$ cat src/rtl/dechuff_unstuff_if.sv
// Byte-stream handshake bundle between the raw reader, the unstuffer and
// the two consumers (Huffman data stream and marker stream).
interface dechuff_unstuff_if;
  logic [7:0] rawbyte_d;
  logic       rawbyte_e;
  logic       rawbyte_v;
  logic       rawbyte_b;

  logic [7:0] filebyte_d;
  logic       filebyte_e;
  logic       filebyte_v;
  logic       filebyte_b;

  logic [7:0] marker_d;
  logic       marker_e;
  logic       marker_v;
  logic       marker_b;

  // Environment side: drives raw tokens and downstream back-pressure.
  modport master (
    output rawbyte_d, rawbyte_e, rawbyte_v, filebyte_b, marker_b,
    input  rawbyte_b, filebyte_d, filebyte_e, filebyte_v,
    input  marker_d, marker_e, marker_v
  );

  // Unstuffer side.
  modport slave (
    input  rawbyte_d, rawbyte_e, rawbyte_v, filebyte_b, marker_b,
    output rawbyte_b, filebyte_d, filebyte_e, filebyte_v,
    output marker_d, marker_e, marker_v
  );
endinterface

$ cat src/rtl/dechuff_unstuff.sv
// JPEG entropy-segment unstuffer: removes 0x00 stuffing after 0xFF,
// drops 0xFF fill bytes, splits markers onto their own stream and
// terminates both streams on EOI or end-of-stream.
//
// state  | meaning
// DATA   | passing data bytes through
// GOT_FF | 0xFF seen, waiting for the byte that qualifies it
// DONE   | stream terminated; input is swallowed until reset
module dechuff_unstuff (
  input  logic              clock,
  input  logic              reset,
  dechuff_unstuff_if.slave  bus,
  output logic [15:0]       stuff_count
);

  typedef enum logic [1:0] {S_DATA, S_GOT_FF, S_DONE} state_t;

  state_t     state, state_nxt;
  logic       accept;
  logic       ld_f, ld_m, inc_stuff;
  logic [7:0] ld_f_d, ld_m_d;
  logic       ld_f_e, ld_m_e;

  // Stall upstream while either occupied slot is blocked; DONE never stalls.
  always_comb begin
    bus.rawbyte_b = 1'b0;
    if (state != S_DONE)
      bus.rawbyte_b = (bus.filebyte_v && bus.filebyte_b) ||
                      (bus.marker_v && bus.marker_b);
  end

  assign accept = bus.rawbyte_v && !bus.rawbyte_b;

  // State register.
  always_ff @(posedge clock) begin
    if (reset) state <= S_DATA;
    else       state <= state_nxt;
  end

  // Next-state decode on each accepted token.
  always_comb begin
    state_nxt = state;
    if (accept) begin
      case (state)
        S_DATA: begin
          if (bus.rawbyte_e)              state_nxt = S_DONE;
          else if (bus.rawbyte_d == 8'hFF) state_nxt = S_GOT_FF;
        end
        S_GOT_FF: begin
          if (bus.rawbyte_e)               state_nxt = S_DONE;
          else if (bus.rawbyte_d == 8'hFF) state_nxt = S_GOT_FF;
          else if (bus.rawbyte_d == 8'hD9) state_nxt = S_DONE;
          else                             state_nxt = S_DATA;
        end
        default: state_nxt = S_DONE;
      endcase
    end
  end

  // Slot-load and counter-increment decode.
  always_comb begin
    ld_f      = 1'b0;
    ld_f_d    = 8'h00;
    ld_f_e    = 1'b0;
    ld_m      = 1'b0;
    ld_m_d    = 8'h00;
    ld_m_e    = 1'b0;
    inc_stuff = 1'b0;
    if (accept && state != S_DONE) begin
      if (bus.rawbyte_e) begin
        // End of stream: pending 0xFF is dropped, both streams get an e-token.
        ld_f   = 1'b1;
        ld_f_e = 1'b1;
        ld_m   = 1'b1;
        ld_m_e = 1'b1;
      end else if (state == S_DATA) begin
        if (bus.rawbyte_d != 8'hFF) begin
          ld_f   = 1'b1;
          ld_f_d = bus.rawbyte_d;
        end
      end else begin
        case (bus.rawbyte_d)
          8'h00: begin
            ld_f      = 1'b1;
            ld_f_d    = 8'hFF;
            inc_stuff = 1'b1;
          end
          8'hFF: ;
          8'hD9: begin
            ld_m   = 1'b1;
            ld_m_d = 8'hD9;
            ld_f   = 1'b1;
            ld_f_e = 1'b1;
          end
          default: begin
            ld_m   = 1'b1;
            ld_m_d = bus.rawbyte_d;
          end
        endcase
      end
    end
  end

  // Filebyte slot: cleared on transfer, reload wins in the same cycle.
  always_ff @(posedge clock) begin
    if (reset) begin
      bus.filebyte_v <= 1'b0;
      bus.filebyte_e <= 1'b0;
      bus.filebyte_d <= 8'h00;
    end else if (ld_f) begin
      bus.filebyte_v <= 1'b1;
      bus.filebyte_e <= ld_f_e;
      bus.filebyte_d <= ld_f_d;
    end else if (bus.filebyte_v && !bus.filebyte_b) begin
      bus.filebyte_v <= 1'b0;
      bus.filebyte_e <= 1'b0;
      bus.filebyte_d <= 8'h00;
    end
  end

  // Marker slot: same discipline as the filebyte slot.
  always_ff @(posedge clock) begin
    if (reset) begin
      bus.marker_v <= 1'b0;
      bus.marker_e <= 1'b0;
      bus.marker_d <= 8'h00;
    end else if (ld_m) begin
      bus.marker_v <= 1'b1;
      bus.marker_e <= ld_m_e;
      bus.marker_d <= ld_m_d;
    end else if (bus.marker_v && !bus.marker_b) begin
      bus.marker_v <= 1'b0;
      bus.marker_e <= 1'b0;
      bus.marker_d <= 8'h00;
    end
  end

  // Saturating count of removed stuffing bytes.
  always_ff @(posedge clock) begin
    if (reset)
      stuff_count <= 16'h0000;
    else if (inc_stuff && stuff_count != 16'hFFFF)
      stuff_count <= stuff_count + 16'd1;
  end

endmodule

$ cat src/flat_wrapper.sv
// flat-port wrapper written by rule: the top's interface ports become plain ports
module dechuff_unstuff_flat 
  (clock, reset, stuff_count, bus_rawbyte_d, bus_rawbyte_e, bus_rawbyte_v, bus_filebyte_b, bus_marker_b, bus_rawbyte_b, bus_filebyte_d, bus_filebyte_e, bus_filebyte_v, bus_marker_d, bus_marker_e, bus_marker_v);
  dechuff_unstuff_if bus_i ();
  input  logic clock;
  input  logic reset;
  output logic [15:0] stuff_count;
  input wire logic [$bits(bus_i.rawbyte_d)-1:0] bus_rawbyte_d;
  input wire logic [$bits(bus_i.rawbyte_e)-1:0] bus_rawbyte_e;
  input wire logic [$bits(bus_i.rawbyte_v)-1:0] bus_rawbyte_v;
  input wire logic [$bits(bus_i.filebyte_b)-1:0] bus_filebyte_b;
  input wire logic [$bits(bus_i.marker_b)-1:0] bus_marker_b;
  output wire logic [$bits(bus_i.rawbyte_b)-1:0] bus_rawbyte_b;
  output wire logic [$bits(bus_i.filebyte_d)-1:0] bus_filebyte_d;
  output wire logic [$bits(bus_i.filebyte_e)-1:0] bus_filebyte_e;
  output wire logic [$bits(bus_i.filebyte_v)-1:0] bus_filebyte_v;
  output wire logic [$bits(bus_i.marker_d)-1:0] bus_marker_d;
  output wire logic [$bits(bus_i.marker_e)-1:0] bus_marker_e;
  output wire logic [$bits(bus_i.marker_v)-1:0] bus_marker_v;
  assign bus_i.rawbyte_d = bus_rawbyte_d;
  assign bus_i.rawbyte_e = bus_rawbyte_e;
  assign bus_i.rawbyte_v = bus_rawbyte_v;
  assign bus_i.filebyte_b = bus_filebyte_b;
  assign bus_i.marker_b = bus_marker_b;
  assign bus_rawbyte_b = bus_i.rawbyte_b;
  assign bus_filebyte_d = bus_i.filebyte_d;
  assign bus_filebyte_e = bus_i.filebyte_e;
  assign bus_filebyte_v = bus_i.filebyte_v;
  assign bus_marker_d = bus_i.marker_d;
  assign bus_marker_e = bus_i.marker_e;
  assign bus_marker_v = bus_i.marker_v;
  dechuff_unstuff u_core (.clock(clock), .reset(reset), .bus(bus_i), .stuff_count(stuff_count));
endmodule
$ cat config.mk
export PLATFORM = sky130hd
export DESIGN_NAME = dechuff_unstuff_flat
export DESIGN_NICKNAME = d
export VERILOG_FILES = /design/src/rtl/dechuff_unstuff_if.sv /design/src/rtl/dechuff_unstuff.sv /design/src/flat_wrapper.sv
export SDC_FILE = /design/constraint.sdc
export NUM_CORES = 1
export LEC_CHECK = 0
export CELL_PAD_IN_SITES_DETAIL_PLACEMENT = 0
export CELL_PAD_IN_SITES_GLOBAL_PLACEMENT = 1
export CORE_AREA = 5 5 84 86
export CTS_BUF_LIST = sky130_fd_sc_hd__clkbuf_4 sky130_fd_sc_hd__clkbuf_8
export DETAILED_ROUTE_END_ITERATION = 8
export DIE_AREA = 0 0 89 91
export PLACE_DENSITY_LB_ADDON = 0.1
export SLEW_MARGIN = 20
export SYNTH_ARGS = -nofsm -noshare
export SYNTH_HDL_FRONTEND = slang
export SYNTH_SLANG_ARGS = --single-unit
export TNS_END_PERCENT = 20
$ cat constraint.sdc
create_clock -name clock -period 8.3 [get_ports clock]
set_clock_uncertainty 0.1 [all_clocks]
set_input_delay 1.66 -clock clock [delete_from_list [all_inputs] [get_ports clock]]
set_output_delay 1.66 -clock clock [all_outputs]
set_load 0.03 [all_outputs]
==> results of run 1 <==
[routing by layer]
layer  vias to the layer above  global-route usage
li1                        872                   -
met4                         0             0.02978
met2                        41              0.2011
met3                         2             0.04253
met5                         -                   0
met1                       785              0.1785
[worst reg2reg max path: stages, from the launching register on]
cell and delay [ns]:
dfxtp_1 0.35, a22oi_1 0.35, nand3_1 0.26, or4_1 0.72, or3b_1 0.43, mux2_4 0.30
[cells in the mapped netlist (4+ instances only)]
cell and instances:
a21oi_1 15, a221oi_1 8, a22o_1 8, clkbuf_1 5
dfxtp_1 38, inv_1 11, nand2_1 27, nand3_1 11
nand4_1 4, nor2_1 11, o21ai_0 5, o31ai_1 4
or3_1 5, or4_1 7
[kinds of logic after synthesis]
kind of cell               count (synthesis)  synth area share
AOI/OAI and AO/OA                         56            0.2219
xor gates and xnor gates                   2          0.009833
adders and majority gates                  1          0.007021
buffers and inverters                     20           0.04354
DFF                                       38            0.4270
muxes                                      2           0.01404
and+or+nand+nor                           90            0.2767
[path summary, 6_finish.rpt]
path,slack [ns],cells past startpoint,endpoint
worst min register to register,0.37,1,u_core.bus.marker_e
worst min-delay path,0.37,1,u_core.bus.marker_e
worst max-delay path,3.36,4,bus_rawbyte_b
worst max register to register,5.69,5,u_core.stuff_count[7]
[cell type report]
| class | count | area, µm² |
|---|---|---|
| Multi-Input combinational cell | 151 | 950.9 |
| Clock buffer | 6 | 82.58 |
| Sequential cell | 38 | 760.7 |
| Timing Repair Buffer | 51 | 508.0 |
| Fill cell | 639 | 3765 |
| Inverter | 11 | 41.29 |
| Tap cell | 77 | 96.34 |
[registers in the layout, indices dropped and copies added, names as in the netlist]
register               flops
u_core.state               2
u_core.bus.marker_v        1
u_core.bus.filebyte_e      1
u_core.bus.marker_e        1
u_core.bus.filebyte_d      8
u_core.stuff_count        16
u_core.bus.marker_d        8
u_core.bus.filebyte_v      1
[power by group]
part / internal (µW) / switching [µW] / leakage, µW / total, µW
sequential: 188 / 3.97 / 0.000308 / 192
combinational: 23.3 / 33.7 / 0.000450 / 57.0
clock: 64.2 / 64.1 / 0.0000431 / 128
total: 275 / 102 / 0.000802 / 377
[through the flow]
step,util,worst slack (ns)
floorplan,-,4.322
global placement,0.3787,3.356
detailed placement,0.3787,3.348
CTS,0.3920,3.341
global route,0.3932,3.272
finish,0.3932,3.360
==> reports/results.tsv, run 1 <==
stage	metric	value	unit
status	outcome	completed	
cells_and_area	area_growth_syn_to_layout	36.94	%
detailed_routing	drc	0	
sta	maxSlewViolCount	0	
die	start_util	0.2872	
placement	dp_cells	328	
synth	ys_async_sr_fraction	0	
clock_network	post_cts_buffers	0	
placement	placed_area	0.002350	mm²
setup_path	cp_max_fo	5	
placement	gp_congestion	0.7204	
job	max_cap_violations	0	
placement	place_hpwl	3.619	mm
global_route	grt_max_degree	34	
cells_and_area	final_cell_area	0.002440	mm²
synth	yosysSeqAreaShare	0.4270	
cells_and_area	finalNonFillerCells	334	
power_and_ir_drop	peakVddDrop	0.05935	mV
setup_path	slowest_delay	0.61	ns
power_and_ir_drop	total_power	377.3	µW
clock_network	worstSkewPairLatency	0.28	ns
setup_path	critPathCaptureType	primary output	
synth	synth_area_leaders	dfxtp_1 (43%), nand2_1 (5.7%), a21oi_1 (4.2%)	
detailed_routing	met3WireLength	273	µm
sta	period_minus_slack	4.940	ns
synth	synth_top_area_frac	0.4270	
synth	synth_ff_type	dfxtp_1	
setup_path	cp.required	6.54	ns
setup_path	crit_buf_inv	2	
synth	synth_area_per_cell	8.525	µm²
die	core	0.006205	mm²
detailed_routing	drt.antenna.violating_nets	0	
cells_and_area	layout_common_cells	clkdlybuf4s50_1 (50), dfxtp_1 (38), nand2_1 (27)	
detailed_routing	wl_per_cell	14.87	µm
clock_network	postCtsHoldBufs	0	
setup_path	path_cells	clkdlybuf4s50_1 > a22oi_1 > nor2_1 > clkdlybuf4s50_1	
sta	rsz0062_at_grt	false	
synth	postSynthCellCount	209	
global_route	grt-ovfl-total	0	
clock_network	cts-resized-gates	0	
global_route	antenna_found_initial	0	
min_path	hp-class	flop to flop	
die	die_area	0.008099	mm²
synth	yosys.area.top_type	dfxtp_1	
setup_path	crit_type	input pin to primary output	
synth	yosys_warnings	0	
synth	synth_cell_type_count	45	
clock_network	tritoncts	built	
detailed_routing	wl_met1	2.376	mm
sta	setup_violations	0	
cells_and_area	final_common_cell	clkdlybuf4s50_1	
synth	synth-edff-count	0	
power_and_ir_drop	leakagePower	0.0008019	µW
setup_path	crit_family	buffers and inverters	
sta	finalHoldViolations	0	
placement	io_buffers	50	
setup_path	r2r_start	u_core.bus.filebyte_v	
detailed_routing	wl_met2	2.290	mm
detailed_routing	vias_per_cell	5.090	
clock_network	clk_pin_slew_worst_paths	0.07	ns
detailed_routing	first_iter_violations	71	
setup_path	crit_top_cell	clkdlybuf4s50_1	
die	rows	29	
setup_path	critical_path.slowest_cell	clkdlybuf4s50_1	
synth	synth-seq-cells	38	
synth	syn-num-nets	224	
sta	max_freq	0.2024	GHz
cells_and_area	final_layout_size_suffix_gt1_frac	0.05058	
detailed_routing	top_layer	met4	
clock_network	cts_buffers	5	
global_route	grt_usage	0.1309	
setup_path	setup.worst_path.start	bus_filebyte_b	
setup_path	cp-start-kind	input pin	
global_route	grt_pass1_wl	8.438	mm
setup_path	arrival	3.18	ns
cells_and_area	antenna_cells	0	
sta	worst-slew-pin-transition	0.9793	ns
clock_network	ctsHtreeMaxLevel	2	
synth	netlist_area	0.001782	mm²
cells_and_area	nets	273	
detailed_routing	routed_wl	4.968	mm
clock_network	clockBufferDepth	2	
sta	timing.final.crit_share	0.5951	
die	die_h	91	µm
sta	tns	0	ns
global_route	grt_pass1_vias	1678	
clock_network	cts.sinks	38	
detailed_routing	dr.pass1.iters	4	
min_path	min-delay-start	u_core.bus.marker_e	
clock_network	root_buffer	clkbuf_8	
die	die_w	89	µm
sta	whs	0.3681	ns
sta	max_slew_margin	0.3303	
die	ios	51	
detailed_routing	vias	1700	
power_and_ir_drop	powerDensity	154.6	mW/mm²
(Power assumes the default switching activity.)
==> run 2, diff against run 1 <==
==> constraint.sdc (replaced) <==
create_clock -name clock -period 4.9 [get_ports clock]
set_clock_uncertainty 0.1 [all_clocks]
set_input_delay 0.98 -clock clock [delete_from_list [all_inputs] [get_ports clock]]
set_output_delay 0.98 -clock clock [all_outputs]
set_load 0.03 [all_outputs]
==> run 2 against run 1 <==
Against the previous run: routed wire length rose by 2.6%; register-to-register slack worse by 3.4 ns; sequential cell count is the same; worst hold slack worse by 0.00080 ns.
==> reports/results.tsv, run 2 (same netlist as run 1, synthesis figures left out) <==
stage	metric	value	unit	change
status	outcome	completed		unchanged
die	die_area	0.008099	mm²	unchanged
cells_and_area	nets	275		was 273
die	core	0.006205	mm²	unchanged
setup_path	critical_path.slowest_cell	clkdlybuf4s50_1		unchanged
clock_network	cts.sinks	38		unchanged
sta	rsz0062_at_grt	false		unchanged
placement	place_hpwl	3.773	mm	was 3.619 mm
die	die_w	89	µm	unchanged
cells_and_area	area_growth_syn_to_layout	38.06	%	was 36.94%
global_route	antenna_found_initial	0		unchanged
detailed_routing	routed_wl	5.098	mm	was 4.968 mm
global_route	grt_pass1_wl	8.535	mm	was 8.438 mm
power_and_ir_drop	p_int	477.1	µW	was 275.5 µW
clock_network	clk_pin_slew_worst_paths	0.07	ns	about the same
power_and_ir_drop	powerDensity	266.3	mW/mm²	was 154.6 mW/mm²
placement	io_buffers	50		unchanged
clock_network	tritoncts	built		unchanged
setup_path	crit_type	input pin to primary output		unchanged
sta	max_freq	0.2779	GHz	
clock_network	root_buffer	clkbuf_8		unchanged
sta	worst-slew-pin-transition	1.057	ns	was 0.9793 ns
sta	tns	0	ns	unchanged
min_path	hp-class	flop to flop		unchanged
setup_path	path_cells	clkdlybuf4s50_1 > a22oi_1 > nor2_1 > clkdlybuf4s50_1		unchanged
job	max_cap_violations	0		unchanged
sta	timing.final.crit_share	0.7345		
cells_and_area	layout_common_cells	clkdlybuf4s50_1 (50), dfxtp_1 (38), nand2_1 (27)		unchanged
detailed_routing	drt.antenna.violating_nets	0		unchanged
cells_and_area	biggestRegsByFlops	u_core.stuff_count (16), u_core.bus.filebyte_d (8), u_core.bus.marker_d (8)		unchanged
setup_path	cp-start-kind	input pin		unchanged
die	start_util	0.2872		unchanged
sta	maxSlewViolCount	0		unchanged
cells_and_area	fillCellCount	631		was 639
setup_path	crit_top_cell	clkdlybuf4s50_1		unchanged
placement	placed_area	0.002365	mm²	was 0.002350 mm²
power_and_ir_drop	comb_power_share	0.149		was 0.151
clock_network	clockBufferDepth	2		unchanged
setup_path	cp.required	3.82	ns	was 6.54 ns
cells_and_area	largest_register_ffs	16		unchanged
power_and_ir_drop	leakagePower	0.0008213	µW	was 0.0008019 µW
setup_path	critPathCaptureType	primary output		unchanged
power_and_ir_drop	switchingPower	177.9	µW	was 101.8 µW
global_route	grt_max_degree	34		unchanged
cells_and_area	antenna_cells	0		unchanged
detailed_routing	vias_per_cell	5.121		was 5.090
sta	finalHoldViolations	0		unchanged
detailed_routing	vias	1731		was 1700
global_route	grt_usage	0.1347		was 0.1309
sta	period_minus_slack	3.599	ns	
sta	setup_violations	0		unchanged
setup_path	slowest_delay	0.60	ns	was 0.61 ns
cells_and_area	final_common_cell	clkdlybuf4s50_1		unchanged
clock_network	ctsHtreeMaxLevel	2		unchanged
die	die_h	91	µm	unchanged
sta	max_slew_margin	0.2774		was 0.3303
detailed_routing	first_iter_violations	60		was 71
setup_path	cp_max_fo	5		unchanged
clock_network	worstSkewPairLatency	0.29	ns	was 0.28 ns
placement	gp_congestion	0.7381		was 0.7204
detailed_routing	wl_per_cell	15.08	µm	was 14.87 µm
cells_and_area	regMostFlops	u_core.stuff_count		unchanged
power_and_ir_drop	switching_share	0.2716		was 0.2698
clock_network	cts_buffers	5		unchanged
die	ios	51		unchanged
clock_network	post_cts_buffers	0		unchanged
power_and_ir_drop	peakVddDrop	0.1271	mV	was 0.05935 mV
cells_and_area	final_layout_size_suffix_gt1_frac	0.06130		was 0.05058
clock_network	postCtsHoldBufs	0		unchanged
detailed_routing	dr.pass1.iters	4		unchanged
clock_network	cts-resized-gates	0		unchanged
die	rows	29		unchanged
power_and_ir_drop	clkPwrFrac	0.355		was 0.340
power_and_ir_drop	power_frac_seq	0.497		was 0.509
cells_and_area	final_cell_area	0.002460	mm²	was 0.002440 mm²
setup_path	arrival	2.52	ns	was 3.18 ns
global_route	grt-ovfl-total	0		unchanged
detailed_routing	drc	0		unchanged
global_route	grt_pass1_vias	1754		was 1678
[run 2: path summary, 6_finish.rpt]
check                              from                    end  slack [ns]  cells past startpoint
hold / removal      u_core.bus.marker_e    u_core.bus.marker_e        0.37                      1
setup reg to reg  u_core.bus.filebyte_v  u_core.stuff_count[7]        2.31                      5
hold reg to reg     u_core.bus.marker_e    u_core.bus.marker_e        0.37                      1
setup / recovery         bus_filebyte_b          bus_rawbyte_b        1.30                      4
[run 2: layout make-up]
class	count	area, µm²	area share
tap	77	96.34	0.03917
sequential	38	760.7	0.3093
clock inverter	1	5.005	0.002035
multi-input combinational	151	943.4	0.3835
timing repair buffer	53	523.0	0.2126
inverter	11	41.29	0.01679
clock buffer	7	90.09	0.03662
[run 2: metrics by stage]
step / utilization / power (µW) / instances / setup slack [ns] / hold slack, ns
after floorplan: - / 384.6 / 209 / 1.664 / 0.3509
after global placement: 0.3811 / 430.7 / 330 / 1.072 / 0.3486
after detailed placement: 0.3811 / 430.6 / 330 / 1.031 / 0.3537
after CTS: 0.3965 / 664.6 / 338 / 1.289 / 0.3741
after global routing: 0.3965 / 683.2 / 338 / 1.257 / 0.3867
final: 0.3965 / 655.0 / 338 / 1.301 / 0.3673
[run 2: metal layers]
| metal | global-route usage | wire (µm) | vias up |
|---|---|---|---|
| met1 | 0.1745 | 2429 | 807 |
| met5 | 0 | 0 | - |
| met2 | 0.2123 | 2305 | 38 |
| li1 | - | - | 878 |
| met4 | 0.04715 | 86 | 0 |
| met3 | 0.03891 | 278 | 8 |
[run 2: power groups by stage]
stage | clock network [µW] | registers [µW] | logic [µW]
2_1_floorplan | 0 | 349 | 35.6
6_report | 232 | 325 | 97.3
4_1_cts | 240 | 325 | 98.8
5_1_grt | 251 | 326 | 106
3_5_place_dp | 0 | 332 | 98.3
3_3_place_gp | 0 | 333 | 97.9
[run 2: critical path, delay by kind of cell]
family / cells / cell delay [ns]
AND/OR/NAND/NOR: 1 / 0.09
AO/OA/AOI/OAI: 1 / 0.37
buffers and inverters: 2 / 1.07
==> run 3, diff against run 2 <==
==> constraint.sdc (replaced) <==
create_clock -name clock -period 3.23 [get_ports clock]
set_clock_uncertainty 0.1 [all_clocks]
set_input_delay 0.646 -clock clock [delete_from_list [all_inputs] [get_ports clock]]
set_output_delay 0.646 -clock clock [all_outputs]
set_load 0.03 [all_outputs]
==> run 3 against run 2 <==
Against the previous run: sequential power grew 52%; largest cell class unchanged; die area unchanged; total power rose by 64%; via count is 2.4% higher; critical endpoint unchanged; global-route usage decreased by 0.13 points; combinational power grew 64%.
==> reports/results.tsv, run 3 (same netlist as run 1, synthesis figures left out) <==
stage	metric	value	unit	change
placement	place_hpwl	3.934	mm	was 3.773 mm
global_route	grt_pass1_vias	1797		was 1754
die	ios	51		unchanged
setup_path	cp-start-kind	input pin		unchanged
sta	rsz0062_at_grt	false		unchanged
detailed_routing	drt.antenna.violating_nets	0		unchanged
die	die_area	0.008099	mm²	unchanged
cells_and_area	area_growth_syn_to_layout	45.86	%	was 38.06%
power_and_ir_drop	power_frac_seq	0.460		was 0.497
setup_path	path_cells	clkdlybuf4s50_1 > a22oi_1 > buf_4 > nor2_1 > clkdlybuf4s50_1		was clkdlybuf4s50_1 > a22oi_1 > nor2_1 > clkdlybuf4s50_1
power_and_ir_drop	comb_power_share	0.149		about the same
setup_path	arrival	2.22	ns	was 2.52 ns
detailed_routing	dr.pass1.iters	4		unchanged
cells_and_area	final_common_cell	clkdlybuf4s50_1		unchanged
clock_network	cts-resized-gates	0		unchanged
detailed_routing	wl_per_cell	14.74	µm	was 15.08 µm
clock_network	worstSkewPairLatency	0.29	ns	about the same
min_path	hp-class	flop to flop		unchanged
power_and_ir_drop	leakagePower	0.0009037	µW	was 0.0008213 µW
setup_path	crit_top_cell	clkdlybuf4s50_1		unchanged
clock_network	cts_buffers	5		unchanged
placement	gp_congestion	0.7577		was 0.7381
clock_network	clk_pin_slew_worst_paths	0.08	ns	was 0.07 ns
die	die_w	89	µm	unchanged
placement	io_buffers	50		unchanged
sta	max_freq	0.3369	GHz	
global_route	grt_pass1_wl	8.680	mm	was 8.535 mm
sta	timing.final.crit_share	0.9189		
detailed_routing	routed_wl	5.218	mm	was 5.098 mm
detailed_routing	first_iter_violations	47		was 60
cells_and_area	largest_register_ffs	16		unchanged
sta	tns	0	ns	unchanged
detailed_routing	drc	0		unchanged
cells_and_area	final_layout_size_suffix_gt1_frac	0.1155		was 0.06130
sta	period_minus_slack	2.968	ns	
global_route	grt_usage	0.1334		was 0.1347
setup_path	cp_max_fo	4		was 5
cells_and_area	regMostFlops	u_core.stuff_count		unchanged
setup_path	critPathCaptureType	primary output		unchanged
die	start_util	0.2872		unchanged
sta	finalHoldViolations	0		unchanged
clock_network	ctsHtreeMaxLevel	2		unchanged
power_and_ir_drop	switching_share	0.2530		was 0.2716
detailed_routing	vias_per_cell	5.006		was 5.121
setup_path	critical_path.slowest_cell	clkdlybuf4s50_1		unchanged
setup_path	slowest_delay	0.67	ns	was 0.60 ns
setup_path	crit_family	buffers and inverters		unchanged
min_path	hold_depth	1		unchanged
setup_path	crit_buf_inv	3		was 2
power_and_ir_drop	peakVddDrop	0.2263	mV	was 0.1271 mV
clock_network	post_cts_buffers	0		unchanged
sta	maxSlewViolCount	0		unchanged
setup_path	crit_type	input pin to primary output		unchanged
clock_network	root_buffer	clkbuf_8		unchanged
detailed_routing	vias	1772		was 1731
die	core	0.006205	mm²	unchanged
clock_network	cts.sinks	38		unchanged
die	die_h	91	µm	unchanged
clock_network	tritoncts	built		unchanged
job	max_cap_violations	0		unchanged
status	outcome	completed		unchanged
setup_path	cp.required	2.48	ns	was 3.82 ns
sta	max_slew_margin	0.3468		was 0.2774
global_route	grt-ovfl-total	0		unchanged
cells_and_area	layout_common_cells	clkdlybuf4s50_1 (50), dfxtp_1 (38), nand2_1 (27)		unchanged
cells_and_area	nets	291		was 275
cells_and_area	antenna_cells	0		unchanged
sta	worst-slew-pin-transition	0.9723	ns	was 1.057 ns
clock_network	postCtsHoldBufs	0		unchanged
power_and_ir_drop	p_int	801.0	µW	was 477.1 µW
setup_path	r2r_cells	5		unchanged
sta	setup_violations	0		unchanged
global_route	antenna_found_initial	0		unchanged
setup_path	cp.depth	5		was 4
cells_and_area	fillCellCount	645		was 631
global_route	grt_max_degree	32		was 34
power_and_ir_drop	switchingPower	271.2	µW	was 177.9 µW
power_and_ir_drop	powerDensity	412.6	mW/mm²	was 266.3 mW/mm²
die	rows	29		unchanged
power_and_ir_drop	clkPwrFrac	0.391		was 0.355
power_and_ir_drop	total_power	1072	µW	was 655.0 µW
cells_and_area	biggestRegsByFlops	u_core.stuff_count (16), u_core.bus.filebyte_d (8), u_core.bus.marker_d (8)		unchanged
clock_network	clockBufferDepth	2		unchanged
==> run 3: cell count changes in the layout (fill, tap and decap cells not counted), sizes merged <==
cell    previous run  this run
buf                3        19
bufinv             0         1
clkinv             1         0
==> run 3: final timing paths <==
kind	startpoint	to	slack (ns)
min	u_core.bus.marker_e	u_core.bus.marker_e	0.37
max reg2reg	u_core.state[0]	u_core.stuff_count[7]	1.02
max	bus_filebyte_b	bus_rawbyte_b	0.26
min reg2reg	u_core.bus.marker_e	u_core.bus.marker_e	0.37
==> run 3: power groups by stage <==
stage,clock network (µW),logic (µW),registers [µW]
2_1_floorplan,0,54.0,529
3_3_place_gp,0,162,505
3_5_place_dp,0,162,504
4_1_cts,433,163,493
5_1_grt,448,175,495
6_report,419,160,493
==> run 3: routing by layer <==
layer / GRT usage / wire, µm
met1: 0.1766 / 2469
met2: 0.2085 / 2359
met3: 0.03982 / 315
met4: 0.03970 / 74
met5: 0 / 0
==> run 3: stage by stage <==
stage	instances	utilization	hold slack (ns)	worst slack, ns	area (µm²)
after floorplan	209	-	0.3509	0.3279	1782
after global placement	346	0.4005	0.3488	-0.03356	2485
after detailed placement	346	0.4005	0.3607	-0.05917	2485
after CTS	354	0.4188	0.3764	0.2586	2599
after global routing	354	0.4188	0.3954	0.1483	2599
final	354	0.4188	0.3691	0.2620	2599
==> run 3: area by class of cell <==
type / instances / area, µm² / area share
clock buffer: 7 / 83.83 / 0.03226
tap: 77 / 96.34 / 0.03707
sequential: 38 / 760.7 / 0.2927
clock inverter: 1 / 30.03 / 0.01156
timing repair buffer: 69 / 643.1 / 0.2475
multi-input combinational: 151 / 943.4 / 0.3630
inverter: 11 / 41.29 / 0.01589
